### src/rtl/control_sequencer.sv
// rtl/control_sequencer.sv - microcode sequencer; SEQ_EARLY_END_EN selects per-opcode instruction length
module control_sequencer #(
    parameter int STEP_W   = 3,
    parameter int MAX_STEP = 4
) (
    input  logic              clk,
    input  logic              rst,
    input  logic              step_en,
    input  logic [3:0]        opcode,
    input  logic              carry_flag,
    input  logic              zero_flag,
    output logic [15:0]       ctrl,
    output logic [STEP_W-1:0] step,
    output logic              instr_done,
    output logic              halted
);
    localparam logic [15:0] HLT = 16'h8000, MI = 16'h4000, RI = 16'h2000, RO = 16'h1000;
    localparam logic [15:0] IO  = 16'h0800, II = 16'h0400, AI = 16'h0200, AO = 16'h0100;
    localparam logic [15:0] EO  = 16'h0080, SU = 16'h0040, BI = 16'h0020, OI = 16'h0010;
    localparam logic [15:0] CE  = 16'h0008, CO = 16'h0004, J  = 16'h0002, FI = 16'h0001;

    localparam logic [STEP_W-1:0] T0 = STEP_W'(0);
    localparam logic [STEP_W-1:0] T1 = STEP_W'(1);
    localparam logic [STEP_W-1:0] T2 = STEP_W'(2);
    localparam logic [STEP_W-1:0] T3 = STEP_W'(3);
    localparam logic [STEP_W-1:0] T4 = STEP_W'(4);

    logic [STEP_W-1:0] step_d;
    logic [STEP_W-1:0] last_step;
    logic              halted_d;

    always_ff @(posedge clk) begin
        if (rst) begin
            step   <= '0;
            halted <= 1'b0;
        end else begin
            step   <= step_d;
            halted <= halted_d;
        end
    end

`ifdef SEQ_EARLY_END_EN
    always_comb begin
        case (opcode)
            4'h1, 4'h4:                             last_step = T3;
            4'h2, 4'h3:                             last_step = T4;
            4'h5, 4'h6, 4'h7, 4'h8, 4'hE, 4'hF:     last_step = T2;
            default:                                last_step = T1;
        endcase
    end
`else
    assign last_step = STEP_W'(MAX_STEP);
`endif

    // HLT at T2 freezes the counter instead of advancing it
    always_comb begin
        step_d   = step;
        halted_d = halted;
        if (step_en && !halted) begin
            if (step == T2 && opcode == 4'hF)
                halted_d = 1'b1;
            else if (step == last_step)
                step_d = '0;
            else
                step_d = step + 1'b1;
        end
    end

    assign instr_done = !halted && (step == last_step);

    always_comb begin
        ctrl = 16'h0000;
        if (halted) begin
            ctrl = HLT;
        end else if (step == T0) begin
            ctrl = CO | MI;
        end else if (step == T1) begin
            ctrl = RO | II | CE;
        end else begin
            case (opcode)
                4'h1: begin
                    if (step == T2)      ctrl = IO | MI;
                    else if (step == T3) ctrl = RO | AI;
                end
                4'h2: begin
                    if (step == T2)      ctrl = IO | MI;
                    else if (step == T3) ctrl = RO | BI;
                    else if (step == T4) ctrl = EO | AI | FI;
                end
                4'h3: begin
                    if (step == T2)      ctrl = IO | MI;
                    else if (step == T3) ctrl = RO | BI;
                    else if (step == T4) ctrl = EO | AI | SU | FI;
                end
                4'h4: begin
                    if (step == T2)      ctrl = IO | MI;
                    else if (step == T3) ctrl = AO | RI;
                end
                4'h5: if (step == T2) ctrl = IO | AI;
                4'h6: if (step == T2) ctrl = IO | J;
                4'h7: if (step == T2) ctrl = IO | (carry_flag ? J : 16'h0000);
                4'h8: if (step == T2) ctrl = IO | (zero_flag ? J : 16'h0000);
                4'hE: if (step == T2) ctrl = AO | OI;
                4'hF: if (step == T2) ctrl = HLT;
                default: ctrl = 16'h0000;
            endcase
        end
    end
endmodule

### config.mk
export PLATFORM = sky130hd
export DESIGN_NAME = control_sequencer
export DESIGN_NICKNAME = d
export VERILOG_FILES = /design/src/rtl/control_sequencer.sv
export SDC_FILE = /design/constraint.sdc
export NUM_CORES = 1
export LEC_CHECK = 0
export CORE_MARGIN = 2
export CORE_UTILIZATION = 35
export CTS_BUF_LIST = sky130_fd_sc_hd__clkbuf_8
export CTS_CLUSTER_DIAMETER = 100
export DETAILED_ROUTE_END_ITERATION = 12
export GPL_ROUTABILITY_DRIVEN = 0
export PLACE_DENSITY = 0.81
export SLEW_MARGIN = 10
export SYNTH_ARGS = -nofsm -noshare
export SYNTH_HDL_FRONTEND = slang
export SYNTH_SLANG_ARGS = --single-unit
### constraint.sdc
create_clock -name clk -period 3.4 [get_ports clk]
set_input_delay 0.68 -clock clk [delete_from_list [all_inputs] [get_ports clk]]
set_output_delay 0.68 -clock clk [all_outputs]
set_load 0.02 [all_outputs]
==> results.md <==
* First-pass GRT wire length at 2600 um
* Top cells by area, synth: dfxtp_1 13%, ha_1 10%, nor2_1 7.5%
* ANT nets after route at 0
* WP data arrival at 2610 ps
* Leak at 0.437 nW
* Nets@finish at 128
* Die area at 2080 um^2
* Initial DRC Count at 5
* Via Count at 681
* H-tree levels at 1
* Cell count after synthesis at 81
* Post-Syn Area at 604 um^2
* Most frequent cells after synthesis: 12 x nor2_1, 6 x a21oi_1, 6 x nand2_1
* Ys async rst share at 0
* Antenna fix cells at 0
* Row count at 15
* Outcome: completed
* Initial Util at 0.362
* GRT Residual Overflow at 0
* Fin crit share at 0.968
* Top_reg_cell synth: dfxtp_1
* Post-synth top area share at 0.133
* Max stage delay on crit path at 600 ps
* HP Class: flop to flop
* DRC violation count after routing at 0
* Clock Root Buffer: clkbuf_8
* Hold Slack at 551 ps
* Die Wd at 45.6 um
* Core area at 1670 um^2
* Crit-path cells: clkdlybuf4s50_1 -> or3b_1 -> nor3_2 -> and3_1 -> clkdlybuf4s50_1
* WL final at 1630 um
* Final HPWL DP at 1270 um
* Final WS setup at 108 ps
* Unrepaired setup endpoints after global routing: false
* Synth Register Bits at 4
* Worst-margin pin slew at 427 ps
* Post-Place Setup Slack at 69.5 ps
* Final setup TNS at 0 ps
* Tmin final at 3290 ps
* Synthesized area per cell at 7.46 um^2
* Max frequency at 0.304 GHz
* Reg2reg start: step[0]
* Reg2Reg Setup Slack at 1770 ps
* Sink Count at 4
* EDFF count, synth at 0
* Buf/Inv on CP at 2
* Average routed wire per standard cell at 12.6 um
* GR Util All Layers at 0.175
* Initial antenna violation count at 0
* Average vias per placed instance at 5.28
* Critical path class: input pin to output port
* Worst setup skew after layout at 3.29 ps
* Max FO, Critical Path at 6
* IO buf count at 29
* CTS max path bufs at 2
* Min-delay src: step[0]
* Slew headroom at 0.715
* YS warnings at 0
* Most common cell in the netlist: nor2_1
* Vias in the first global route at 599
* Slowest CP cell: clkdlybuf4s50_1
* Worst Hold Depth at 2
* Critical path startpoint category: input pin
* Critical Path Sink Type: output port
* Final core utilization at 0.579
* CTS hold repair buffers at 0
* CTS buffer count at 3
* Cell repeated most along the worst path: clkdlybuf4s50_1
* Final setup fails at 0
* Worst reg2reg endpoint: step[2]
* Die Y at 45.6 um
* Ports at 30
* Final hold vios at 0
* Reg2Reg Depth at 6
* PwrDens at 248 nW/um^2
* CP required at 2720 ps
* Register area share after synthesis at 0.133
* Worst Hold End: step[0]
* Drt pass-1 iters at 4
* Largest net degree at the start of global routing at 11
* Max-Cap Viols at 0
* Maximum vdd drop at 0.398 mV
* Area Growth Syn to Fin at 60.0%
* Worst-path clk slew at 30 ps
* Layout cells sized above 1 at 0.143
* Max Slew Vio Count at 0
* Syn Nets at 95
* Post-synth cell types at 39
* CTS tree: yes
* Pwr Total at 0.240 mW
* Worst skew pair latency at 220 ps
* CP top delay family: buffers and inverters
* Dominant cell type by area after synthesis: dfxtp_1
metrics by stage:
stage               cell area [um^2]  cells
floorplan                        604     81
global placement                 910    126
detailed placement               910    126
CTS                              951    129
global route                     967    129
finish                           967    129
how the worst max path moves through the flow:
| stage | start | endpoint | slack, ps | cells after the start |
|---|---|---|---|---|
| 2_1_floorplan | step[0] | ctrl[8] | 500 | 6 |
| 3_3_place_gp | opcode[2] | ctrl[12] | 100 | 5 |
| 4_1_cts | opcode[1] | ctrl[7] | 70 | 7 |
| 6_report | opcode[3] | ctrl[6] | 110 | 5 |
| 3_5_place_dp | opcode[1] | ctrl[7] | 70 | 7 |
| 5_1_grt | opcode[3] | ctrl[6] | 60 | 5 |
cell type report:
| class | count | area (um^2) |
|---|---|---|
| Fill cell | 142 | 703 |
| Multi-Input combinational cell | 64 | 452 |
| Timing Repair Buffer | 35 | 345 |
| Sequential cell | 4 | 80.1 |
| Clock buffer | 3 | 41.3 |
| Inverter | 6 | 27.5 |
| Tap cell | 17 | 21.3 |
worst reg2reg max path, stage by stage, from the launching register on:
cell and delay [ps]:
dfxtp_1 400, inv_1 100, ha_1 290, nand3b_4 140, o211ai_4 110, or3b_1 360, a21oi_1 150
routing by layer:
metal	routed length [um]	vias up	track usage
met1	708	312	0.217
met2	821	23	0.290
met4	23	0	0.0882
met3	77	2	0.0238
met5	0	-	0
li1	-	344	-
logic make-up (layout without fill, tap and decap cells):
| group | count (synthesis) | after routing | share of synthesized area |
|---|---|---|---|
| AND/OR/NAND/NOR | 41 | 41 | 0.391 |
| AO/OA/AOI/OAI | 15 | 15 | 0.197 |
| buffers and inverters | 13 | 44 | 0.130 |
| adder cells (fa/ha/maj) | 5 | 5 | 0.104 |
| flip-flops | 4 | 4 | 0.133 |
| XOR/XNOR | 2 | 2 | 0.0290 |
| multiplexers | 1 | 1 | 0.0166 |
repair_timing:
action | in CTS | in global routing
resized for setup | 0 | 5
buffers inserted | 0 | 0
setup endpoints to repair | 0 | 5
registers in the layout, summed over array words and instances (netlist names):
name / flops
step: 3
halted: 1
report_power, final:
group / switching (mW) / internal (mW)
Clock: 0.0252 / 0.0755
Sequential: 0.00321 / 0.0494
Combinational: 0.0443 / 0.0426
Total: 0.0727 / 0.167
placed cells by master (no fill, tap or decap), types with 2 or more instances in the layout:
cell	count
or3b_1	2
nor4_1	2
and3_1	2
nor2_1	12
dfxtp_1	4
a21oi_1	6
buf_4	6
inv_1	4
dlymetal6s2s_1	4
ha_1	5
clkbuf_8	3
nand2_1	6
nor3_1	4
clkdlybuf4s50_1	25
Note: power is estimated with default switching activity, not from simulation.
==> edit 1 (same settings) <==
The parameter `STEP_W` goes from 3 to 5.
--- a/src/rtl/control_sequencer.sv
+++ b/src/rtl/control_sequencer.sv
@@ -2,3 +2,3 @@
 module control_sequencer #(
-    parameter int STEP_W   = 3,
+    parameter int STEP_W   = 5,
     parameter int MAX_STEP = 4
Interface: changed (resized step); port bits go from 30 to 32. No check against the original RTL was run, so the function may have changed too.
==> edit 1 against the unedited design <==
  * Non-clock buffer count grew 2
  * Area after synthesis grew 18%
  * Clock power grew 5%
  * Sequential cell count grew 2
  * Routed wire length grew 23%
  * Setup slack gained 0.060 ns
  * Total power grew 15%
  * Cell area grew 15%
  * Highest routed layer unchanged
==> edit 1: results (changes against the unedited design) <==
| Metric | Value |
|---|---|
| Max VDD drop | `0.344 mV (-14%)` |
| 1st-iter DRT viols | `15 (+10)` |
| I/O Buffers | `31 (+6.9%)` |
| Vias | `849 (+25%)` |
| Hold Worst Slack | `0.605 ns (+0.0547 ns)` |
| Nets | `146 (+14%)` |
| Post-DP HPWL | `1580 µm (+24%)` |
| Tightest Pin Transition | `0.411 ns (-0.0158 ns)` |
| CP max FO | `7 (+1)` |
| Reg2reg path depth | `5 (-1)` |
| Synth cell types | `38 (-2.6%)` |
| Top Registers | `step x5, halted x1` |
| Vias in the first global route | `800 (+34%)` |
| First-pass GRT wire length | `3400 µm (+31%)` |
| # fillers | `185 (+30%)` |
| CP peak stage delay | `0.65 ns (+0.05 ns)` |
| Total Routing Usage GR | `0.176 (+0.00116)` |
| Syn_nets | `113 (+19%)` |
| Outcome | `completed` |
| Seq/Total Area, Yosys | `0.168 (+0.0356)` |
| Reg-to-Reg End | `step[1]` |
| R2R Setup Slk | `1.56 ns (-0.21 ns)` |
| Share of cells above drive strength 1 | `0.107 (-0.0360)` |
| Clock Skews | `0.00345 ns (+0.000157 ns)` |
| Largest net degree at the start of global routing | `12 (+1)` |
| Synth top area cells | `dfxtp_1 17%, nor2_1 8.9%, ha_1 7.0%` |
| Synth cell count leaders | `17 x nor2_1, 8 x nand2_1, 6 x dfxtp_1, 5 x clkbuf_1` |
| Reg2reg start | `step[1]` |
| Dpl ws | `0.0260 ns (-0.0435 ns)` |
## edit 1: per-stage QoR
stage	utilization	total power, mW	cells
floorplan	-	0.131	100
global placement	0.543	0.169	155
detailed placement	0.543	0.170	155
CTS	0.563	0.279	158
global route	0.572	0.292	158
finish	0.572	0.276	158
## edit 1: power by group through the flow
stage | Sequential (mW) | Clock, mW | Combinational [mW]
global route | 0.0778 | 0.113 | 0.101
global placement | 0.0782 | 0 | 0.0903
detailed placement | 0.0784 | 0 | 0.0919
floorplan | 0.0801 | 0 | 0.0513
CTS | 0.0774 | 0.110 | 0.0923
finish | 0.0774 | 0.106 | 0.0924
## edit 1: cells by family after synthesis
family / Yosys count / share of synthesized area
XOR/XNOR: 1 / 0.0123
flip-flops: 6 / 0.168
multiplexers: 3 / 0.0420
AO/OA/AOI/OAI: 17 / 0.170
AND/OR/NAND/NOR: 56 / 0.447
buffers and inverters: 13 / 0.0911
adder cells (fa/ha/maj): 4 / 0.0701
## edit 1: cell type report
class / instances / share of cell area
well taps: 27 / 0.0304
multi-input cells: 81 / 0.483
flip-flops and latches: 6 / 0.108
clock buffers: 3 / 0.0372
inverters: 4 / 0.0135
repair buffers: 37 / 0.328
## edit 1: worst reg2reg max path: stages (launching register included)
cell and delay [ns]:
dfxtp_1 0.42, ha_1 0.25, or4b_4 0.52, o21ai_2 0.26, mux2i_1 0.22, nor2_1 0.05
## edit 1: metal layers
metal  wire [µm]  up-vias  GRT usage
li1            -      424          -
met1         882      399      0.197
met2        1020       24      0.320
met3          88        2     0.0245
met4          24        0     0.0857
met5           0        -          0
## edit 1: worst max-delay path by stage
| stage | startpoint | to | slack, ns | cells past startpoint |
|---|---|---|---|---|
| floorplan | opcode[1] | ctrl[6] | 0.42 | 4 |
| global placement | opcode[1] | ctrl[9] | 0.07 | 6 |
| detailed placement | opcode[1] | ctrl[9] | 0.03 | 6 |
| CTS | opcode[2] | ctrl[8] | 0.05 | 6 |
| global route | opcode[3] | ctrl[1] | 0.03 | 6 |
| finish | opcode[3] | ctrl[15] | 0.17 | 5 |
==> edit 2 (same flow settings) <==
Without the edit above. Add an input register stage for `step_en`, `carry_flag` and `zero_flag`, with the module's reset; this delays them by one clock. The other inputs are not delayed to match.
--- a/src/rtl/control_sequencer.sv
+++ b/src/rtl/control_sequencer.sv
@@ -26,2 +26,18 @@
     localparam logic [STEP_W-1:0] T4 = STEP_W'(4);
+
+    logic step_en_q;
+    logic carry_flag_q;
+    logic zero_flag_q;
+
+    always_ff @(posedge clk) begin
+        if (rst) begin
+            step_en_q    <= '0;
+            carry_flag_q <= '0;
+            zero_flag_q  <= '0;
+        end else begin
+            step_en_q    <= step_en;
+            carry_flag_q <= carry_flag;
+            zero_flag_q  <= zero_flag;
+        end
+    end
 
@@ -58,3 +74,3 @@
         halted_d = halted;
-        if (step_en && !halted) begin
+        if (step_en_q && !halted) begin
             if (step == T2 && opcode == 4'hF)
@@ -100,4 +116,4 @@
                 4'h6: if (step == T2) ctrl = IO | J;
-                4'h7: if (step == T2) ctrl = IO | (carry_flag ? J : 16'h0000);
-                4'h8: if (step == T2) ctrl = IO | (zero_flag ? J : 16'h0000);
+                4'h7: if (step == T2) ctrl = IO | (carry_flag_q ? J : 16'h0000);
+                4'h8: if (step == T2) ctrl = IO | (zero_flag_q ? J : 16'h0000);
                 4'hE: if (step == T2) ctrl = AO | OI;
Formal check against the unedited RTL: not equivalent (Yosys sat finds a counterexample within 4 cycles, from zero or initial values and one cycle with rst high).
==> edit 2 against the unedited design <==
  * Via count rose by 8.2%
  * Setup slack lost 0.039 ns
  * Fmax shrank 1.2%
  * Sequential share of layout area is 5.0 points higher
  * Routed wire length rose by 6.0%
  * Area after synthesis grew 14%
  * Final cell count grew 13%
  * Cell area up 9.2%
  * Total power grew 9.3%
  * Sequential cell count increased by 3
  * Non-clock buffer count shrank 1
  * Clock skew hardly changed
  * Critical path type unchanged
  * Critical endpoint is now ctrl[12]
  * Largest cell class unchanged
  * Largest power group unchanged
==> edit 2: results (changes against the unedited design) <==
| Metric | Value |
|---|---|
| First-pass GRT wire length | `2900 µm (+11%)` |
| Drt wl/cell | `11.8 µm (-6.3%)` |
| GR Util met3 | `0.0247 (+0.000882)` |
| P_sw | `0.0666 mW (-8.4%)` |
| Final non-filler cell total | `146 (+13%)` |
| Synth cell types | `43 (+10%)` |
| DRT Pass-1 Iters | `5 (+1)` |
| Max VDD drop | `0.250 mV (-37%)` |
| Seq/Total Area, Yosys | `0.203 (+0.0708)` |
| Synth cell count leaders | `11 x nor2_1, 7 x dfxtp_1, 6 x a21oi_1, 6 x nand2_1` |
| Post-Synth XOR/XNOR Area | `0.0254 (-0.00358)` |
| Combinational share of power | `0.250 (-0.112)` |
| DR WL met2 | `877 µm (+6.8%)` |
| Clock Skews | `0.00299 ns (-0.000300 ns)` |
| 1st-iter DRT viols | `15 (+10)` |
| Cell Area, Placed | `995 µm² (+9.4%)` |
| Tightest Pin Transition | `0.385 ns (-0.0420 ns)` |
| Post-DP HPWL | `1340 µm (+5.4%)` |
| Largest net degree at the start of global routing | `10 (-1)` |
| Met2 GRT Util | `0.280 (-0.0100)` |
| Vias per cell | `5.05 (-4.4%)` |
| CP max FO | `5 (-1)` |
| Outcome | `completed` |
| Grt met1 use | `0.157 (-0.0593)` |
| Data arrival, critical path | `2.65 ns (+0.04 ns)` |
| Static Leak | `0.463 nW (+5.9%)` |
| DR WL met3 | `79 µm (+2.6%)` |
| Vias in the first global route | `718 (+20%)` |
| Mux cell area share after synthesis | `0 (-0.0166)` |
| Inst Count DP | `142 (+13%)` |
| Nets | `134 (+4.7%)` |
| WL met1 | `730 µm (+3.1%)` |
| Post-Syn Area per Cell | `7.75 µm² (+3.8%)` |
[edit 2: worst paths after layout]
check	from	end	slack (ns)	depth (start not counted)
max reg2reg	step[0]	step[2]	1.72	6
min	step_en_q	halted	0.47	2
max	opcode[2]	ctrl[12]	0.07	5
min reg2reg	step_en_q	halted	0.47	2
[edit 2: layout make-up]
type,count,area (µm²)
clock buffer,3,41.3
clock inverter,1,3.75
fill,185,846
inverter,6,27.5
multi-input combinational,68,472
sequential,7,140
tap,27,33.8
timing repair buffer,34,338
[edit 2: what timing repair did]
action,in CTS,in global routing
endpoints found under the hold margin,0,0
gates resized for setup,0,5
setup endpoints to repair,0,4
[edit 2: worst max-delay path, stage by stage]
cell and delay (ns):
clkdlybuf4s50_1 0.51, a211o_1 0.34, o32a_1 0.31, a211oi_2 0.19, clkdlybuf4s50_1 0.62
